[config.mk]
export PLATFORM = sky130hd
export DESIGN_NAME = motion_estimator_flat
export DESIGN_NICKNAME = d
export VERILOG_FILES = /design/src/rtl/me_pkg.sv /design/src/rtl/motion_estimator_if.sv /design/src/rtl/me_row_sad.sv /design/src/rtl/motion_estimator.sv /design/src/flat_wrapper.sv
export SDC_FILE = /design/constraint.sdc
export NUM_CORES = 1
export LEC_CHECK = 0
export ABC_AREA = 1
export CELL_PAD_IN_SITES_DETAIL_PLACEMENT = 0
export CELL_PAD_IN_SITES_GLOBAL_PLACEMENT = 1
export CORE_ASPECT_RATIO = 1.5
export CORE_MARGIN = 4
export CORE_UTILIZATION = 47
export DETAILED_ROUTE_END_ITERATION = 12
export PLACE_DENSITY = 0.9
export SETUP_SLACK_MARGIN = 0.05
export SYNTH_ARGS = -nofsm -noshare
export SYNTH_HDL_FRONTEND = slang
export SYNTH_SLANG_ARGS = --single-unit
export TNS_END_PERCENT = 5
[constraint.sdc]
create_clock -name clk -period 7.05 [get_ports clk]
set_input_delay 1.41 -clock clk [delete_from_list [all_inputs] [get_ports clk]]
set_output_delay 1.41 -clock clk [all_outputs]
set_load 0.02 [all_outputs]
[src/rtl/me_pkg.sv]
// Shared types and constants for the full-search 8x8 block-matching motion estimator.
package me_pkg;
  localparam int BLK       = 8;
  localparam int PIX_W     = 8;
  localparam int SAD_W     = 14;
  localparam int COORD_W   = 5;
  localparam int ROW_SAD_W = 11;

  localparam int ADDR_W    = 32;
  localparam int CUR_BUS_W = 32;
  localparam int REF_BUS_W = 64;
  localparam int CUR_WORDS = 16;

  typedef enum logic [1:0] {
    IDLE,
    LOAD,
    SEARCH,
    DONE
  } me_state_e;

  function automatic int ref_width(input int search_range);
    return search_range + BLK - 1;
  endfunction
endpackage

[src/rtl/motion_estimator_if.sv]
// Read bus between the motion estimator and its current/reference frame memories.
interface motion_estimator_if;
  import me_pkg::*;

  logic [CUR_BUS_W-1:0] cur_in_i;
  logic [REF_BUS_W-1:0] ref_in_i;
  logic [ADDR_W-1:0]    cur_mem_addr;
  logic [ADDR_W-1:0]    ref_mem_addr;
  logic                 cur_mem_en;
  logic                 ref_mem_en;

  modport master (
    input  cur_in_i,
    input  ref_in_i,
    output cur_mem_addr,
    output ref_mem_addr,
    output cur_mem_en,
    output ref_mem_en
  );

  modport slave (
    output cur_in_i,
    output ref_in_i,
    input  cur_mem_addr,
    input  ref_mem_addr,
    input  cur_mem_en,
    input  ref_mem_en
  );
endinterface

[src/rtl/me_row_sad.sv]
// Combinational sum of absolute differences over one 8-pixel row (adder tree).
module me_row_sad
  import me_pkg::*;
(
  input  logic [REF_BUS_W-1:0] cur_row,
  input  logic [REF_BUS_W-1:0] ref_row,
  output logic [ROW_SAD_W-1:0] row_sad
);

  function automatic logic [PIX_W-1:0] pix(input logic [REF_BUS_W-1:0] row, input int j);
    return row[REF_BUS_W-1-PIX_W*j -: PIX_W];
  endfunction

  function automatic logic [PIX_W-1:0] abs_diff(input logic [PIX_W-1:0] a,
                                                input logic [PIX_W-1:0] b);
    logic signed [PIX_W:0] d;
    d = $signed({1'b0, a}) - $signed({1'b0, b});
    return d[PIX_W] ? PIX_W'(-d) : PIX_W'(d);
  endfunction

  logic [PIX_W:0]   lvl1 [4];
  logic [PIX_W+1:0] lvl2 [2];

  always_comb begin
    for (int k = 0; k < 4; k++) begin
      lvl1[k] = {1'b0, abs_diff(pix(cur_row, 2*k),   pix(ref_row, 2*k))}
              + {1'b0, abs_diff(pix(cur_row, 2*k+1), pix(ref_row, 2*k+1))};
    end
    for (int k = 0; k < 2; k++) begin
      lvl2[k] = {1'b0, lvl1[2*k]} + {1'b0, lvl1[2*k+1]};
    end
    row_sad = {1'b0, lvl2[0]} + {1'b0, lvl2[1]};
  end

endmodule

[src/rtl/motion_estimator.sv]
// Full-search motion estimator: loads an 8x8 current block, scans every candidate
// in the reference window in raster order and reports the minimum SAD and its offset.
module motion_estimator
  import me_pkg::*;
#(
  parameter int SEARCH_RANGE = 4
) (
  input  logic                clk,
  input  logic                rst,
  input  logic                en_i,
  motion_estimator_if.master  mem,
  output logic [SAD_W-1:0]    MSAD,
  output logic [COORD_W-1:0]  MSAD_column,
  output logic [COORD_W-1:0]  MSAD_row,
  output logic                data_valid
);

  localparam int REF_W = ref_width(SEARCH_RANGE);
  localparam logic [COORD_W-1:0] LAST = COORD_W'(SEARCH_RANGE - 1);

  me_state_e state_q, state_d;

  logic                 en_prev_q;
  logic                 start;
  logic [3:0]           ld_cnt_q;
  logic [2:0]           row_i_q;
  logic [COORD_W-1:0]   cand_r_q, cand_c_q;
  logic                 fetch_end_q;
  logic                 fetch, last_fetch;

  logic [REF_BUS_W-1:0] cur_row [BLK];
  logic [ROW_SAD_W-1:0] row_sad;

  logic [ROW_SAD_W-1:0] sad_p0;
  logic [COORD_W-1:0]   r_p0, c_p0;
  logic                 vld_p0, first_p0, last_p0, fin_p0;

  logic [SAD_W-1:0]     acc_p1, total_p1;
  logic                 have_best_q;
  logic [SAD_W-1:0]     best_sad_q;
  logic [COORD_W-1:0]   best_r_q, best_c_q;

  assign start      = en_i & ~en_prev_q;
  assign fetch      = (state_q == SEARCH) && !fetch_end_q;
  assign last_fetch = fetch && (row_i_q == 3'd7) && (cand_r_q == LAST) && (cand_c_q == LAST);

  always_ff @(posedge clk) begin
    if (rst) begin
      state_q <= IDLE;
    end else begin
      state_q <= state_d;
    end
  end

  // SEARCH lingers one cycle after the last fetch so the final candidate clears the pipeline.
  always_comb begin
    state_d = state_q;
    unique case (state_q)
      IDLE:    if (start) state_d = LOAD;
      LOAD:    if (ld_cnt_q == 4'd15) state_d = SEARCH;
      SEARCH:  if (fin_p0) state_d = DONE;
      DONE:    state_d = IDLE;
      default: state_d = IDLE;
    endcase
  end

  always_ff @(posedge clk) begin
    if (rst) begin
      en_prev_q   <= 1'b0;
      ld_cnt_q    <= '0;
      row_i_q     <= '0;
      cand_r_q    <= '0;
      cand_c_q    <= '0;
      fetch_end_q <= 1'b0;
    end else begin
      en_prev_q <= en_i;
      if (state_q == IDLE) begin
        ld_cnt_q    <= '0;
        row_i_q     <= '0;
        cand_r_q    <= '0;
        cand_c_q    <= '0;
        fetch_end_q <= 1'b0;
      end
      if (state_q == LOAD) begin
        ld_cnt_q <= ld_cnt_q + 4'd1;
      end
      if (fetch) begin
        row_i_q <= row_i_q + 3'd1;
        if (row_i_q == 3'd7) begin
          if (cand_c_q == LAST) begin
            cand_c_q <= '0;
            if (cand_r_q == LAST) fetch_end_q <= 1'b1;
            else                  cand_r_q    <= cand_r_q + 1'b1;
          end else begin
            cand_c_q <= cand_c_q + 1'b1;
          end
        end
      end
    end
  end

  // Even words fill the left half of a block row, odd words the right half.
  always_ff @(posedge clk) begin
    if (state_q == LOAD) begin
      if (ld_cnt_q[0]) cur_row[ld_cnt_q[3:1]][CUR_BUS_W-1:0]         <= mem.cur_in_i;
      else             cur_row[ld_cnt_q[3:1]][REF_BUS_W-1:CUR_BUS_W] <= mem.cur_in_i;
    end
  end

  assign mem.cur_mem_en   = (state_q == LOAD);
  assign mem.cur_mem_addr = mem.cur_mem_en ? ADDR_W'(ld_cnt_q) : '0;
  assign mem.ref_mem_en   = fetch;
  assign mem.ref_mem_addr = fetch ? (ADDR_W'(cand_r_q) + ADDR_W'(row_i_q)) * ADDR_W'(REF_W)
                                    + ADDR_W'(cand_c_q)
                                  : '0;

  me_row_sad u_row_sad (
    .cur_row (cur_row[row_i_q]),
    .ref_row (mem.ref_in_i),
    .row_sad (row_sad)
  );

  // Stage p0: registered row SAD with candidate tags.
  always_ff @(posedge clk) begin
    if (rst) begin
      vld_p0   <= 1'b0;
      first_p0 <= 1'b0;
      last_p0  <= 1'b0;
      fin_p0   <= 1'b0;
    end else begin
      vld_p0   <= fetch;
      first_p0 <= fetch && (row_i_q == 3'd0);
      last_p0  <= fetch && (row_i_q == 3'd7);
      fin_p0   <= last_fetch;
    end
  end

  always_ff @(posedge clk) begin
    sad_p0 <= row_sad;
    r_p0   <= cand_r_q;
    c_p0   <= cand_c_q;
  end

  // Stage p1: candidate accumulation and best-so-far comparison.
  assign total_p1 = first_p0 ? SAD_W'(sad_p0) : acc_p1 + SAD_W'(sad_p0);

  always_ff @(posedge clk) begin
    if (vld_p0) acc_p1 <= total_p1;
  end

  always_ff @(posedge clk) begin
    if (rst) begin
      have_best_q <= 1'b0;
      best_sad_q  <= '0;
      best_r_q    <= '0;
      best_c_q    <= '0;
    end else if (state_q == IDLE && start) begin
      have_best_q <= 1'b0;
    end else if (vld_p0 && last_p0 && (!have_best_q || total_p1 < best_sad_q)) begin
      have_best_q <= 1'b1;
      best_sad_q  <= total_p1;
      best_r_q    <= r_p0;
      best_c_q    <= c_p0;
    end
  end

  assign MSAD        = best_sad_q;
  assign MSAD_row    = best_r_q;
  assign MSAD_column = best_c_q;
  assign data_valid  = (state_q == DONE);

endmodule

[src/flat_wrapper.sv]
// flat-port wrapper written by rule: the top's interface ports become plain ports
module motion_estimator_flat import me_pkg::*;
#(
  parameter int SEARCH_RANGE = 4
)
  (clk, rst, en_i, MSAD, MSAD_column, MSAD_row, data_valid, mem_cur_in_i, mem_ref_in_i, mem_cur_mem_addr, mem_ref_mem_addr, mem_cur_mem_en, mem_ref_mem_en);
  motion_estimator_if mem_i ();
  input  logic clk;
  input  logic rst;
  input  logic en_i;
  output logic [SAD_W-1:0] MSAD;
  output logic [COORD_W-1:0] MSAD_column;
  output logic [COORD_W-1:0] MSAD_row;
  output logic data_valid;
  input wire logic [$bits(mem_i.cur_in_i)-1:0] mem_cur_in_i;
  input wire logic [$bits(mem_i.ref_in_i)-1:0] mem_ref_in_i;
  output wire logic [$bits(mem_i.cur_mem_addr)-1:0] mem_cur_mem_addr;
  output wire logic [$bits(mem_i.ref_mem_addr)-1:0] mem_ref_mem_addr;
  output wire logic [$bits(mem_i.cur_mem_en)-1:0] mem_cur_mem_en;
  output wire logic [$bits(mem_i.ref_mem_en)-1:0] mem_ref_mem_en;
  assign mem_i.cur_in_i = mem_cur_in_i;
  assign mem_i.ref_in_i = mem_ref_in_i;
  assign mem_cur_mem_addr = mem_i.cur_mem_addr;
  assign mem_ref_mem_addr = mem_i.ref_mem_addr;
  assign mem_cur_mem_en = mem_i.cur_mem_en;
  assign mem_ref_mem_en = mem_i.ref_mem_en;
  motion_estimator #(.SEARCH_RANGE(SEARCH_RANGE)) u_core (.clk(clk), .rst(rst), .en_i(en_i), .mem(mem_i), .MSAD(MSAD), .MSAD_column(MSAD_column), .MSAD_row(MSAD_row), .data_valid(data_valid));
endmodule
### Yosys cells after proc, flatten, opt, wreduce, memory -nomap -nowiden

Memories as Yosys holds them, arrays and structs flattened. A register that Yosys moved wholly into a read port is not among the register bits.
Index checks and enable logic that the tools add are counted.

* memory bits (writable): 512
* bits in latches: 0
* logic and storage cells: 124
* memories kept: 1
* flip-flop bits (word level): 85
* bits in read-only memories: 0
* output and inout bits: 91

* div/mod/pow operators: 0
* add/sub/neg operators: 30
* reductions and logical operators: 18
* bitwise logic cells: 3
* equality and inequality tests: 10
* multiply operators: 1
* shift-type cells: 0
* order comparisons: 1
* mux-type cells: 41

Memories
* u_core.cur_row: depth 8, width 64, rd ports 1, clocked after Yosys merged registers in 1, wr ports 1, RTL line motion_estimator.sv:31 `logic [REF_BUS_W-1:0] cur_row [BLK];`

Operators by type and width (number)
* 8-bit by 8-bit subtractor with 9-bit output: 8
* 8-bit two-way mux: 8
* 8-bit negation: 8
* 5-bit two-way mux: 9
* 8-bit by 8-bit adder with 9-bit output: 4
* 32-bit by 5-bit adder with 32-bit output: 1
* 32-bit by 4-bit multiplier with 32-bit output, second input constant: 1
* 32-bit two-way mux: 1
* 9-bit by 9-bit adder with 10-bit output: 2
* 14-bit by 11-bit adder with 14-bit output: 1
* 14-bit less-than comparator: 1
* 14-bit two-way mux: 1
* 3-bit two-way mux: 4
* 4-bit two-way mux: 3
* 10-bit by 10-bit adder with 11-bit output: 1
* 1-bit two-way mux: 11
* 5-bit by 1-bit adder with 5-bit output, second input constant: 2
* 5-bit by 2-bit equality test with 1-bit output, second input constant: 2
* 1-bit logical AND: 8
* 2-bit one-hot mux with 4 select lines: 1
* 5-bit by 3-bit adder with 6-bit output: 1
* 2-bit two-way mux: 3
* 4-bit by 1-bit adder with 4-bit output, second input constant: 1
* 2-bit equality test, second input constant: 2
* 16 further kinds: 20

### Depth between registers and ports, before layout

Gate-level depths: netlist of run 1.

* word-level depth: 6
* gate-level depth with buffers: 37
* mapped depth without buffers: 33

### By module

From an unflattened synthesis of run 1, not the netlist that was laid out.

* cell total of the unflattened synthesis: 3177
* area, all modules: 31267.5 um2

By module, submodules not included
* motion_estimator: cells an instance 2204, area an instance 25220.4 um2, instances 1
* me_row_sad: cells an instance 973, area an instance 6047.0 um2, instances 1

### Least setup slack after synthesis of run 1

No wires, ideal clock.

* path kind: input to register
* start: input mem_ref_in_i[8]
* end: register u_core.sad_p0[10]
* slack: 0.824 ns
* buffers on the path: 1
* arrival time: 6.156 ns
* stages on the path: 26
* cell sequence: ha_1 fa_1 inv_1 nand4_1 nand3_1 nand2_1 nand2_1 a21oi_2 buf_4 o21ai_0 fa_1 fa_1 fa_1 inv_1 fa_1 inv_1 ha_1 inv_1 fa_1 o21ai_0 nand2_1 nand2_1 a21oi_1 inv_1 a21oi_1 o21bai_1

* cells in the longest elaborated chain, start to end: 6

Ends and longest elaborated chain
* start: declaration: RTL line flat_wrapper.sv:16 `input wire logic [$bits(mem_i.ref_in_i)-1:0] mem_ref_in_i;`
* 8-bit by 8-bit subtractor with 9-bit output (*): RTL line me_row_sad.sv:17 `d = $signed({1'b0, a}) - $signed({1'b0, b});`
* 8-bit negation: RTL line me_row_sad.sv:18 `return d[PIX_W] ? PIX_W'(-d) : PIX_W'(d);`
* 8-bit two-way mux (*): RTL line me_row_sad.sv:18
* 8-bit by 8-bit adder with 9-bit output (*): RTL line me_row_sad.sv:27 `+ {1'b0, abs_diff(pix(cur_row, 2*k+1), pix(ref_row, 2*k+1))};`
* 9-bit by 9-bit adder with 10-bit output (*): RTL line me_row_sad.sv:30 `lvl2[k] = {1'b0, lvl1[2*k]} + {1'b0, lvl1[2*k+1]};`
* 10-bit by 10-bit adder with 11-bit output (*): RTL line me_row_sad.sv:32 `row_sad = {1'b0, lvl2[0]} + {1'b0, lvl2[1]};`
* net u_core.row_sad[10]: RTL line motion_estimator.sv:32 `logic [ROW_SAD_W-1:0] row_sad;`
* end signal: assignment: RTL line motion_estimator.sv:139 `sad_p0 <= row_sad;`
* end: declaration: RTL line motion_estimator.sv:34 `logic [ROW_SAD_W-1:0] sad_p0;`

The timed path passes the listed nets; every way through them passes the cells marked *.
A chain may end at the register's enable or synchronous reset.

==> reports/summary.log, run 1 <==
INFO  clocking       clock-root-buffer=clkbuf_16
INFO  clocking       cts_tree=built
INFO  detailed_routing detailroute.via_count=22,300
INFO  synthesis      synth_seq_area_share=0.556
INFO  clocking       numCtsBuffers=54
INFO  setup_path     critical_path.n_buffers_inverters=8
INFO  clocking       clkSinkCount=600
INFO  detailed_routing post_drt_via_cell_ratio=5.31
INFO  die            dieArea=0.0704mm^2
INFO  setup_path     worst_setup_path_start_kind=register
INFO  detailed_routing detailedRoute.firstPassIterationCount=5
INFO  detailed_routing avgRoutedWirePerCell=18.9um
INFO  clocking       max-clock-path-buffers=3
INFO  synthesis      post-synth-top-area-fraction=0.508
INFO  synthesis      post_synth_instance_area=0.0311mm^2
INFO  final_layout   drive_gt1_frac=0.0696
INFO  synthesis      post_synthesis_cell_type_count=47
INFO  synthesis      syn-mean-instance-area=9.98um^2
INFO  clocking       clock_slew_at_reported_path_ffs=0.07ns
INFO  timing         grt_setup_unrepaired=no
INFO  timing         timing_max_transition_violations_final=0
INFO  die            die_h=323um
INFO  setup_path     critPathRequiredTime=7.59ns
INFO  final_layout   fin_nets=3,587
INFO  detailed_routing route.antenna.remaining_nets=0
INFO  flow_run       max-cap-violations=0
INFO  final_layout   layout_area_overhead=14.5%
INFO  place          place.gp.congestion=0.915
INFO  setup_path     critPathSlowestCell=fa_1
INFO  timing         fin_worst_skew=0.0406ns
INFO  timing         finalHoldViolCount=0
INFO  timing         achievable-frequency=0.152GHz
INFO  die            die_width=218um
INFO  worst_hold_path hold_path_class=reg2reg
INFO  setup_path     critical_path_arrival=7.11ns
INFO  timing         setup_violations=0
INFO  setup_path     path_delay_family=adder cells
INFO  clocking       cts_htree_levels=2
INFO  place          place.port_buffers=140
INFO  die            initial_core_util=0.474
INFO  synthesis      yosys.cell_count.top_type=nor2_1
INFO  grt            globalRoute.totalOverflow=0
INFO  synthesis      synth_top_cells_by_area=edfxtp_1 51%, nor2_1 6.5%, ha_1 5.8%, o21ai_0 4.8%, dfxtp_1 4.8%
INFO  setup_path     critical-path-max-stage-delay=0.55ns
INFO  synthesis      synth_area_leader_cell=edfxtp_1
INFO  detailed_routing drt_wl_total=79,200um
INFO  die            core-area=0.0656mm^2
INFO  detailed_routing route.detailed.drc=0
INFO  die            num_rows=115
INFO  clocking       cts_hold_buffers=0
INFO  setup_path     path_class=reg2reg
INFO  setup_path     endpoint_kind=register
INFO  setup_path     cp_max_fo=31
INFO  timing         setup_total_negative_slack=0ns
INFO  synthesis      synthArstFlopShare=0
INFO  die            floorplan.io_pins=190
INFO  grt            wire_length_of_the_first_global_routing_pass=119,000um
INFO  grt            pin_count_of_the_biggest_net_entering_global_routing=111
INFO  run_status     status=finished clean
INFO  synthesis      synthesis.instances=3,116
INFO  place          place.detailed.hpwl=53,400um
INFO  synthesis      netlist_top_cells_count=540 x nor2_1, 526 x edfxtp_1, 393 x nand2_1
INFO  timing         finalCriticalPeriod=6.58ns
INFO  synthesis      postSynth.topFlopCell=edfxtp_1
INFO  synthesis      synth_seq_cells=600
INFO  grt            first_global_vias=21,300
INFO  detailed_routing detail_route.iter0.violations=1,813
INFO  timing         worst-slew-pin-transition=1.07ns
INFO  synthesis      synth_edf_count=526
INFO  grt            antenna_found_initial=5
INFO  clocking       clkLatencyLatePin=0.63ns
INFO  timing         slew-limit-headroom=0.284
INFO  synthesis      yosysWarningCount=0
INFO  grt            track_usage=0.218
INFO  timing         share_of_the_clock_period_used_by_the_worst_path_after_layout=0.933
## worst paths after layout
path              slack (ns)  depth (start not counted)               start                end
setup reg to reg        0.47                         32            register  u_core.sad_p0[10]
setup / recovery        0.47                         32            register  u_core.sad_p0[10]
hold reg to reg         0.35                          0  u_core.cand_r_q[4]     u_core.r_p0[4]
hold / removal          0.35                          0  u_core.cand_r_q[4]     u_core.r_p0[4]
## logic make-up (layout without fill, tap and decap cells)
logic type | Yosys count | in the layout | synth area share
buffers and inverters | 538 | 691 | 0.0744
AOI/OAI and AO/OA | 569 | 569 | 0.102
other | 1 | 50 | 0.000121
DFF | 600 | 600 | 0.556
adders and majority gates | 208 | 208 | 0.0989
xor gates and xnor gates | 61 | 61 | 0.0186
and+or+nand+nor | 1139 | 1139 | 0.151
## layer usage
layer,vias up,share of wire,track usage,routed length [um]
met3,181,0.054,0.0295,4280
met4,8,0.055,0.112,4370
met1,10600,0.38,0.253,29800
li1,10800,-,-,-
met5,-,0.00056,0,44
met2,703,0.51,0.393,40700
## registers in the layout (all words and copies together) (netlist names), 2 cells and up, named ones only
register and count:
u_core.cand_c_q 5, u_core.cand_r_q 5, u_core.sad_p0 11, u_core.MSAD_row 5, u_core.ld_cnt_q 4, u_core.row_i_q 3
u_core.state_q 2, u_core.cur_row 512, u_core.acc_p1 14, u_core.MSAD 14, u_core.c_p0 5, u_core.MSAD_column 5
u_core.r_p0 5
## final cells by class
| cell class | count | area, um^2 |
|---|---|---|
| Antenna cell | 1 | 2.50 |
| Clock inverter | 27 | 269 |
| Multi-Input combinational cell | 2026 | 11800 |
| Fill cell | 5669 | 30000 |
| Inverter | 365 | 1390 |
| Sequential cell | 600 | 17300 |
| Tap cell | 877 | 1100 |
| Timing Repair Buffer | 233 | 2320 |
| Clock buffer | 66 | 1400 |
## timing repair
item | in CTS | in global routing
endpoints found under the setup margin | 0 | 5
resized for setup | 0 | 14
setup buffers | 0 | 2
## cells in the final DEF, fill, tap and decap left out, types with 36 or more instances in the layout
cell | synthesis | final
a21oi_1 | 89 | 88
a31oi_1 | 54 | 49
buf_4 | 60 | 76
clkbuf_16 | 0 | 56
clkdlybuf4s50_1 | 0 | 140
conb_1 | 1 | 49
dfxtp_1 | 74 | 72
edfxtp_1 | 526 | 526
fa_1 | 63 | 63
ha_1 | 145 | 144
inv_1 | 360 | 358
nand2_1 | 393 | 393
nand3_1 | 119 | 119
nand4_1 | 36 | 36
nor2_1 | 540 | 526
o21ai_0 | 297 | 297
o22ai_1 | 68 | 68
xor2_1 | 38 | 38
## through the flow
| step | cells | area [um^2] | utilization | worst slack, ns | hold slack (ns) |
|---|---|---|---|---|---|
| 3_5_place_dp | 4097 | 33800 | 0.515 | 0.00196 | 0.341 |
| 5_1_grt | 4194 | 35600 | 0.542 | 0.0507 | 0.361 |
| 6_report | 4195 | 35600 | 0.543 | 0.475 | 0.352 |
| 3_3_place_gp | 4097 | 33800 | 0.515 | 0.0812 | 0.340 |
| 2_1_floorplan | 3164 | 31300 | - | 0.824 | 0.331 |
| 4_1_cts | 4190 | 35500 | 0.540 | 0.285 | 0.354 |
Power of run 1 is not shown: default switching activity piles up to over one toggle a cycle in this logic, so the estimate is an artifact.
==> run 2: changes to the inputs <==
--- a/config.mk
+++ b/config.mk
@@ -16,5 +16,6 @@
 export SETUP_SLACK_MARGIN = 0.05
 export SYNTH_ARGS = -nofsm -noshare
 export SYNTH_HDL_FRONTEND = slang
+export SYNTH_HIERARCHICAL = 1
 export SYNTH_SLANG_ARGS = --single-unit
 export TNS_END_PERCENT = 5
==> reports/summary.log, run 2 <==
INFO  timing         setup_violations=0 [unchanged]
INFO  place          place.gp.congestion=0.898 [was 0.915]
INFO  clocking       clkSinkCount=600 [unchanged]
INFO  synthesis      yosys-mux-area-fraction=0.000320 [was 0]
INFO  setup_path     critical_path_arrival=7.28ns [was 7.11 ns]
INFO  detailed_routing detailroute.via_count=22,500 [was 22,300]
INFO  final_layout   layout_area_overhead=14.2% [was 14.5%]
INFO  detailed_routing route.antenna.remaining_nets=0 [unchanged]
INFO  synthesis      postSynth.topFlopCell=edfxtp_1 [unchanged]
INFO  timing         share_of_the_clock_period_used_by_the_worst_path_after_layout=0.957 [was 0.933]
INFO  synthesis      synth_seq_area_share=0.553 [was 0.556]
INFO  detailed_routing detail_route.iter0.violations=1,598 [was 1,813]
INFO  flow_run       max-cap-violations=0 [unchanged]
INFO  final_layout   fin_nets=3,637 [was 3,587]
INFO  timing         worst-slew-pin-transition=1.09ns [was 1.07 ns]
INFO  setup_path     critPathSlowestCell=fa_1 [unchanged]
INFO  place          postPlaceCellArea=0.0339mm^2 [was 0.0338 mm^2]
INFO  die            core-area=0.0658mm^2 [was 0.0656 mm^2]
INFO  synthesis      syn-mean-instance-area=9.84um^2 [was 9.98 um^2]
INFO  final_layout   antenna_cells=0 [was 1]
INFO  die            initial_core_util=0.476 [was 0.474]
INFO  synthesis      yosys.area_share.adder=0.0976 [was 0.0989]
INFO  clocking       clock_slew_at_reported_path_ffs=0.07ns [about the same]
INFO  final_layout   layout.cell_area.non_filler=0.0357mm^2 [was 0.0356 mm^2]
INFO  synthesis      synth_seq_cells=600 [unchanged]
INFO  synthesis      netlist_top_cells_count=583 x nor2_1, 526 x edfxtp_1, 414 x nand2_1 [was 540 x nor2_1, 526 x edfxtp_1, 393 x nand2_1]
INFO  detailed_routing drt_wl_total=78,500um [was 79,200 um]
INFO  synthesis      post_synthesis_cell_type_count=49 [was 47]
INFO  synthesis      synth_top_family_by_area=simple AND/OR/NAND/NOR gates [unchanged]
INFO  timing         timing_max_transition_violations_final=0 [unchanged]
INFO  die            num_rows=115 [unchanged]
INFO  clocking       clock-root-buffer=clkbuf_16 [unchanged]
INFO  run_status     status=finished clean [unchanged]
INFO  die            dieArea=0.0708mm^2 [was 0.0704 mm^2]
INFO  place          place.port_buffers=140 [unchanged]
INFO  final_layout   drive_gt1_frac=0.0706 [was 0.0696]
INFO  grt            globalRoute.totalOverflow=0 [unchanged]
INFO  detailed_routing post_drt_via_cell_ratio=5.29 [was 5.31]
INFO  final_layout   top_library_cells_by_usage_in_the_layout_fill_and_taps_aside=571 x nor2_1, 526 x edfxtp_1, 414 x nand2_1 [was 526 x nor2_1, 526 x edfxtp_1, 393 x nand2_1]
INFO  detailed_routing wl_met3=4090um [was 4280 um]
INFO  detailed_routing met2WireLength=41,100um [was 40,700 um]
INFO  synthesis      synth_top_cells_by_area=edfxtp_1 51%, nor2_1 7.0%, ha_1 5.7%, nand2_1 5.0%, dfxtp_1 4.7% [was edfxtp_1 51%, nor2_1 6.5%, ha_1 5.8%, o21ai_0 4.8%, dfxtp_1 4.8%]
INFO  synthesis      post_synth_instance_area=0.0313mm^2 [was 0.0311 mm^2]
INFO  final_layout   post_layout_nonfiller_instances=4,250 [was 4,195]
INFO  setup_path     worst_setup_path_start_kind=register [unchanged]
INFO  grt            wire_length_of_the_first_global_routing_pass=120,000um [was 119,000 um]
INFO  timing         achievable-frequency=0.148GHz [was 0.152 GHz]
INFO  detailed_routing routed.top_layer=met5 [unchanged]
INFO  setup_path     setup.reg_to_reg.worst_slack=0.31ns [was 0.47 ns]
INFO  setup_path     critPathRequiredTime=7.59ns [about the same]
INFO  grt            track_usage=0.218 [about the same]
INFO  setup_path     critical-path-max-stage-delay=0.55ns [about the same]
INFO  synthesis      synth_area_leader_cell=edfxtp_1 [unchanged]
INFO  synthesis      synthesis.instances=3,177 [was 3,116]
INFO  setup_path     timing.critical_path.mode_cell=fa_1
INFO  synthesis      yosys.area_share.xor_xnor=0.0134 [was 0.0186]
INFO  setup_path     cp_max_fo=52 [was 31]
INFO  final_layout   largest_register_ff_count=512 [unchanged]
INFO  clocking       cts_htree_levels=2 [unchanged]
INFO  clocking       numCtsBuffers=52 [was 54]
INFO  worst_hold_path hold_path_class=reg2reg [unchanged]
INFO  timing         slew-limit-headroom=0.266 [was 0.284]
INFO  synthesis      yosys.cell_count.top_type=nor2_1 [unchanged]
INFO  detailed_routing avgRoutedWirePerCell=18.5um [was 18.9 um]
INFO  synthesis      synth_simple_gate_area_frac=0.168 [was 0.151]
INFO  synthesis      synth_edf_count=526 [unchanged]
INFO  synthesis      synth-compound-area-share=0.100 [was 0.102]
INFO  grt            pin_count_of_the_biggest_net_entering_global_routing=55 [was 111]
INFO  place          placed_cells=4,152 [was 4,097]
INFO  timing         worst_hold_slack=0.374ns [was 0.352 ns]
INFO  detailed_routing wl_met1=30,200um [was 29,800 um]
INFO  synthesis      synthArstFlopShare=0 [unchanged]
INFO  detailed_routing detailedRoute.firstPassIterationCount=5 [unchanged]
INFO  place          place.detailed.hpwl=53,500um [was 53,400 um]
INFO  clocking       clkLatencyLatePin=0.62ns [was 0.63 ns]
INFO  detailed_routing route.detailed.drc=0 [unchanged]
INFO  setup_path     path_class=reg2reg [unchanged]
INFO  timing         grt_setup_unrepaired=yes [was no]
INFO  timing         fin_worst_skew=0.0174ns [was 0.0406 ns]
INFO  setup_path     endpoint_kind=register [unchanged]
INFO  clocking       max-clock-path-buffers=3 [unchanged]
INFO  grt            antenna_found_initial=1 [was 5]
INFO  die            floorplan.io_pins=190 [unchanged]
INFO  timing         finalCriticalPeriod=6.74ns [was 6.58 ns]
INFO  die            die_h=324um [was 323 um]
INFO  grt            first_global_vias=21,600 [was 21,300]
INFO  clocking       cts_tree=built [unchanged]
INFO  die            die_width=219um [was 218 um]
INFO  synthesis      post-synth-top-area-fraction=0.505 [was 0.508]
INFO  timing         finalHoldViolCount=0 [unchanged]
INFO  synthesis      yosysWarningCount=6 [was 0]
INFO  final_layout   most_frequent_standard_cell_in_the_layout_excluding_fill_and_tap_cells=nor2_1
==> run 2: cell count changes after synthesis, moves of 9 or more <==
cell,change
nand2_2,+9
nor2_2,+11
a21oi_1,+14
nand2_1,+21
clkbuf_1,+15
o21ai_0,-9
nor2_1,+43
nand4_1,-12
a31oi_1,+11
inv_1,-33
nand3_1,+11
buf_2,-20
==> run 2: critical path: cells and delay by family, from the launching register on <==
kind            cells  cell delay (ns)
fa+ha+maj           7             3.13
compound gates      6             1.18
buf+inv             6             0.87
simple gates        7             0.77
flops               1             0.34
xor+xnor            2             0.32
==> run 2: kinds of logic after synthesis <==
family,Yosys count
and+or+nand+nor,1249
DFF,600
AOI/OAI and AO/OA,569
buffers and inverters,503
adders and majority gates,206
xor gates and xnor gates,48
other,1
muxes,1
==> run 2: path summary, 6_finish.rpt <==
kind | start | to | depth (start not counted)
setup / recovery | register | u_core/sad_p0[8] | 28
setup reg to reg | register | u_core/sad_p0[8] | 28
hold reg to reg | u_core/cand_c_q[4] | u_core/c_p0[4] | 0
hold / removal | u_core/cand_c_q[4] | u_core/c_p0[4] | 0
==> run 2: layout make-up <==
cell class                      instances  area (um^2)
Clock inverter                         34          432
Clock buffer                           61         1340
Inverter                              338         1280
Tap cell                              877         1100
Timing Repair Buffer                  218         2100
Multi-Input combinational cell       2122        12200
Fill cell                            5673        30100
Sequential cell                       600        17300
==> run 2: stage by stage <==
step                      setup TNS (ns)   util  setup slack (ns)
after global placement                 0  0.515            0.0692
after floorplan                        0      -             0.991
after detailed placement               0  0.515            0.0792
after CTS                              0  0.542             0.266
after global routing         -0.00000266  0.543       -0.00000266
final                                  0  0.543             0.306
==> run 2: timing repair <==
action	4_1_cts	5_1_grt
setup buffers	0	3
hold buffers	0	0
endpoints found under the hold margin	0	0
setup endpoints to repair	0	3
gates resized for setup	0	5
==> run 2: metal layers <==
metal / GRT usage / vias up
met3: 0.0266 / 151
met2: 0.402 / 653
li1: - / 11000
met4: 0.0859 / 2
met1: 0.258 / 10700
met5: 0 / -
Power of run 2 is left out for the same reason.
==> run 3: changes to the inputs <==
--- a/config.mk
+++ b/config.mk
@@ -11,7 +11,9 @@
 export CORE_ASPECT_RATIO = 1.5
 export CORE_MARGIN = 4
 export CORE_UTILIZATION = 47
+export CTS_CLUSTER_DIAMETER = 100
 export DETAILED_ROUTE_END_ITERATION = 12
+export GPL_TIMING_DRIVEN = 0
 export PLACE_DENSITY = 0.9
 export SETUP_SLACK_MARGIN = 0.05
 export SYNTH_ARGS = -nofsm -noshare
==> reports/summary.log, run 3 (same netlist as run 2, synthesis figures left out) <==
INFO  run_status     status=finished clean [unchanged]
INFO  place          place.port_buffers=140 [unchanged]
INFO  timing         setup_total_negative_slack=0ns [unchanged]
INFO  setup_path     setup.reg_to_reg.worst_slack=0.25ns [was 0.31 ns]
INFO  setup_path     critPathSlowestCell=fa_2 [was fa_1]
INFO  timing         fin_ws=0.245ns [was 0.306 ns]
INFO  detailed_routing post_drt_via_cell_ratio=5.36 [was 5.29]
INFO  detailed_routing detail_route.iter0.violations=2,017 [was 1,598]
INFO  grt            globalRoute.totalOverflow=0 [unchanged]
INFO  die            floorplan.io_pins=190 [unchanged]
INFO  setup_path     endpoint_kind=register [unchanged]
INFO  final_layout   layout_area_overhead=17.2% [was 14.2%]
INFO  clocking       clkLatencyLatePin=0.62ns [about the same]
INFO  clocking       cts_tree=built [unchanged]
INFO  die            initial_core_util=0.476 [unchanged]
INFO  place          place.detailed.hpwl=65,200um [was 53,500 um]
INFO  die            dieArea=0.0708mm^2 [unchanged]
INFO  final_layout   post_layout_nonfiller_instances=4,372 [was 4,250]
INFO  timing         finalCriticalPeriod=6.80ns [was 6.74 ns]
INFO  detailed_routing detailroute.via_count=23,400 [was 22,500]
INFO  clocking       numCtsBuffers=52 [unchanged]
INFO  worst_hold_path hold_path_class=reg2reg [unchanged]
INFO  clocking       clock_slew_at_reported_path_ffs=0.07ns [about the same]
INFO  die            die_h=324um [unchanged]
INFO  final_layout   most_frequent_standard_cell_in_the_layout_excluding_fill_and_tap_cells=nor2_1 [unchanged]
INFO  detailed_routing avgRoutedWirePerCell=20.0um [was 18.5 um]
INFO  setup_path     critical-path-max-stage-delay=0.59ns [was 0.55 ns]
INFO  setup_path     timing.critical_path.mode_cell=inv_1 [was fa_1]
INFO  final_layout   largest_register_ff_count=512 [unchanged]
INFO  place          placed_cells=4,267 [was 4,152]
INFO  final_layout   drive_gt1_frac=0.101 [was 0.0706]
INFO  clocking       clock-root-buffer=clkbuf_16 [unchanged]
INFO  grt            pin_count_of_the_biggest_net_entering_global_routing=25 [was 55]
INFO  detailed_routing drt_wl_total=87,500um [was 78,500 um]
INFO  grt            antenna_found_initial=3 [was 1]
INFO  clocking       clkSinkCount=600 [unchanged]
INFO  setup_path     critical_path_arrival=7.35ns [was 7.28 ns]
INFO  setup_path     path_class=reg2reg [unchanged]
INFO  setup_path     worstRegToRegCells=33 [was 28]
INFO  timing         achievable-frequency=0.147GHz [was 0.148 GHz]
INFO  timing         grt_setup_unrepaired=no [was yes]
INFO  setup_path     worst_setup_path_start_kind=register [unchanged]
INFO  die            core-area=0.0658mm^2 [unchanged]
INFO  flow_run       max-cap-violations=0 [unchanged]
INFO  timing         slew-limit-headroom=0.389 [was 0.266]
INFO  setup_path     critPathRequiredTime=7.60ns [was 7.59 ns]
INFO  die            num_rows=115 [unchanged]
INFO  detailed_routing route.antenna.remaining_nets=0 [unchanged]
INFO  final_layout   fin_nets=3,756 [was 3,637]
INFO  grt            wire_length_of_the_first_global_routing_pass=129,000um [was 120,000 um]
INFO  setup_path     cp_max_fo=10 [was 52]
INFO  grt            first_global_vias=22,700 [was 21,600]
INFO  timing         share_of_the_clock_period_used_by_the_worst_path_after_layout=0.965 [was 0.957]
INFO  timing         fin_worst_skew=0.0233ns [was 0.0174 ns]
INFO  clocking       cts_hold_buffers=0 [unchanged]
INFO  clocking       cts_htree_levels=2 [unchanged]
INFO  place          place.gp.congestion=0.971 [was 0.898]
INFO  timing         setup_violations=0 [unchanged]
INFO  final_layout   fin_util=0.557 [was 0.543]
INFO  timing         timing_max_transition_violations_final=0 [unchanged]
INFO  grt            track_usage=0.240 [was 0.218]
INFO  setup_path     timing.rr.end=u_core/sad_p0[8] [unchanged]
INFO  timing         worst-slew-pin-transition=0.917ns [was 1.09 ns]
INFO  timing         finalHoldViolCount=0 [unchanged]
INFO  clocking       max-clock-path-buffers=3 [unchanged]
INFO  place          dpl_worst_slack=-0.530ns [was 0.0792 ns]
INFO  final_layout   top_library_cells_by_usage_in_the_layout_fill_and_taps_aside=567 x nor2_1, 526 x edfxtp_1, 409 x nand2_1 [was 571 x nor2_1, 526 x edfxtp_1, 414 x nand2_1]
INFO  die            die_width=219um [unchanged]
INFO  detailed_routing route.detailed.drc=0 [unchanged]
INFO  detailed_routing detailedRoute.firstPassIterationCount=5 [unchanged]
INFO  setup_path     critical_path.endpoint=u_core/sad_p0[8] [unchanged]
==> run 3: cell count changes in the layout (fill, tap and decap cells not counted), sizes merged <==
cell and delta:
clkbuf +84, buf +40, bufinv -4, clkinvlp -3, diode +3, inv +3, clkinv -1
==> run 3: how the worst min path moves through the flow <==
| stage | from | to | slack, ns | cells past startpoint |
|---|---|---|---|---|
| 2_1_floorplan | u_core/cand_c_q[4] | u_core/c_p0[4] | 0.33 | 0 |
| 3_3_place_gp | u_core/cand_c_q[4] | u_core/c_p0[4] | 0.33 | 0 |
| 3_5_place_dp | u_core/cand_c_q[4] | u_core/c_p0[4] | 0.34 | 0 |
| 4_1_cts | u_core/cand_c_q[4] | u_core/c_p0[4] | 0.34 | 0 |
| 5_1_grt | u_core/cand_c_q[4] | u_core/c_p0[4] | 0.36 | 0 |
| 6_report | u_core/cand_c_q[4] | u_core/c_p0[4] | 0.35 | 0 |
==> run 3: per-layer routing <==
metal,wire [um],GRT usage
met1,30300,0.257
met2,46300,0.450
met3,5710,0.0353
met4,5260,0.133
met5,0,0
==> run 3: critical path: cells and delay by family, from the launching register on <==
kind / cells / cell delay [ns]
AOI/OAI and AO/OA: 4 / 0.72
xor gates and xnor gates: 2 / 0.37
adders and majority gates: 8 / 3.10
buffers and inverters: 8 / 1.07
DFF: 1 / 0.44
and+or+nand+nor: 11 / 1.01
==> run 3: cell type report <==
class,instances,area (um^2)
Inverter,338,1270
Clock buffer,66,1420
Clock inverter,29,282
Tap cell,877,1100
Multi-Input combinational cell,2122,12400
Fill cell,5658,29100
Buffer,165,1070
Antenna cell,3,7.51
Timing Repair Buffer,172,1840
Sequential cell,600,17300
==> run 3: repair_timing <==
action / CTS / global route
cloned: 0 / 0
resized for setup: 58 / 141
buffers inserted: 0 / 7
endpoints found under the setup margin: 8 / 7
pin swaps: 0 / 22
hold endpoints to repair: 0 / 0
==> run 3: stage by stage <==
step | instance area (um^2) | hold slack (ns)
floorplan | 31400 | 0.331
global placement | 33900 | 0.335
detailed placement | 34400 | 0.336
CTS | 36300 | 0.345
global route | 36600 | 0.362
finish | 36600 | 0.348
Power of run 3 is left out for the same reason.
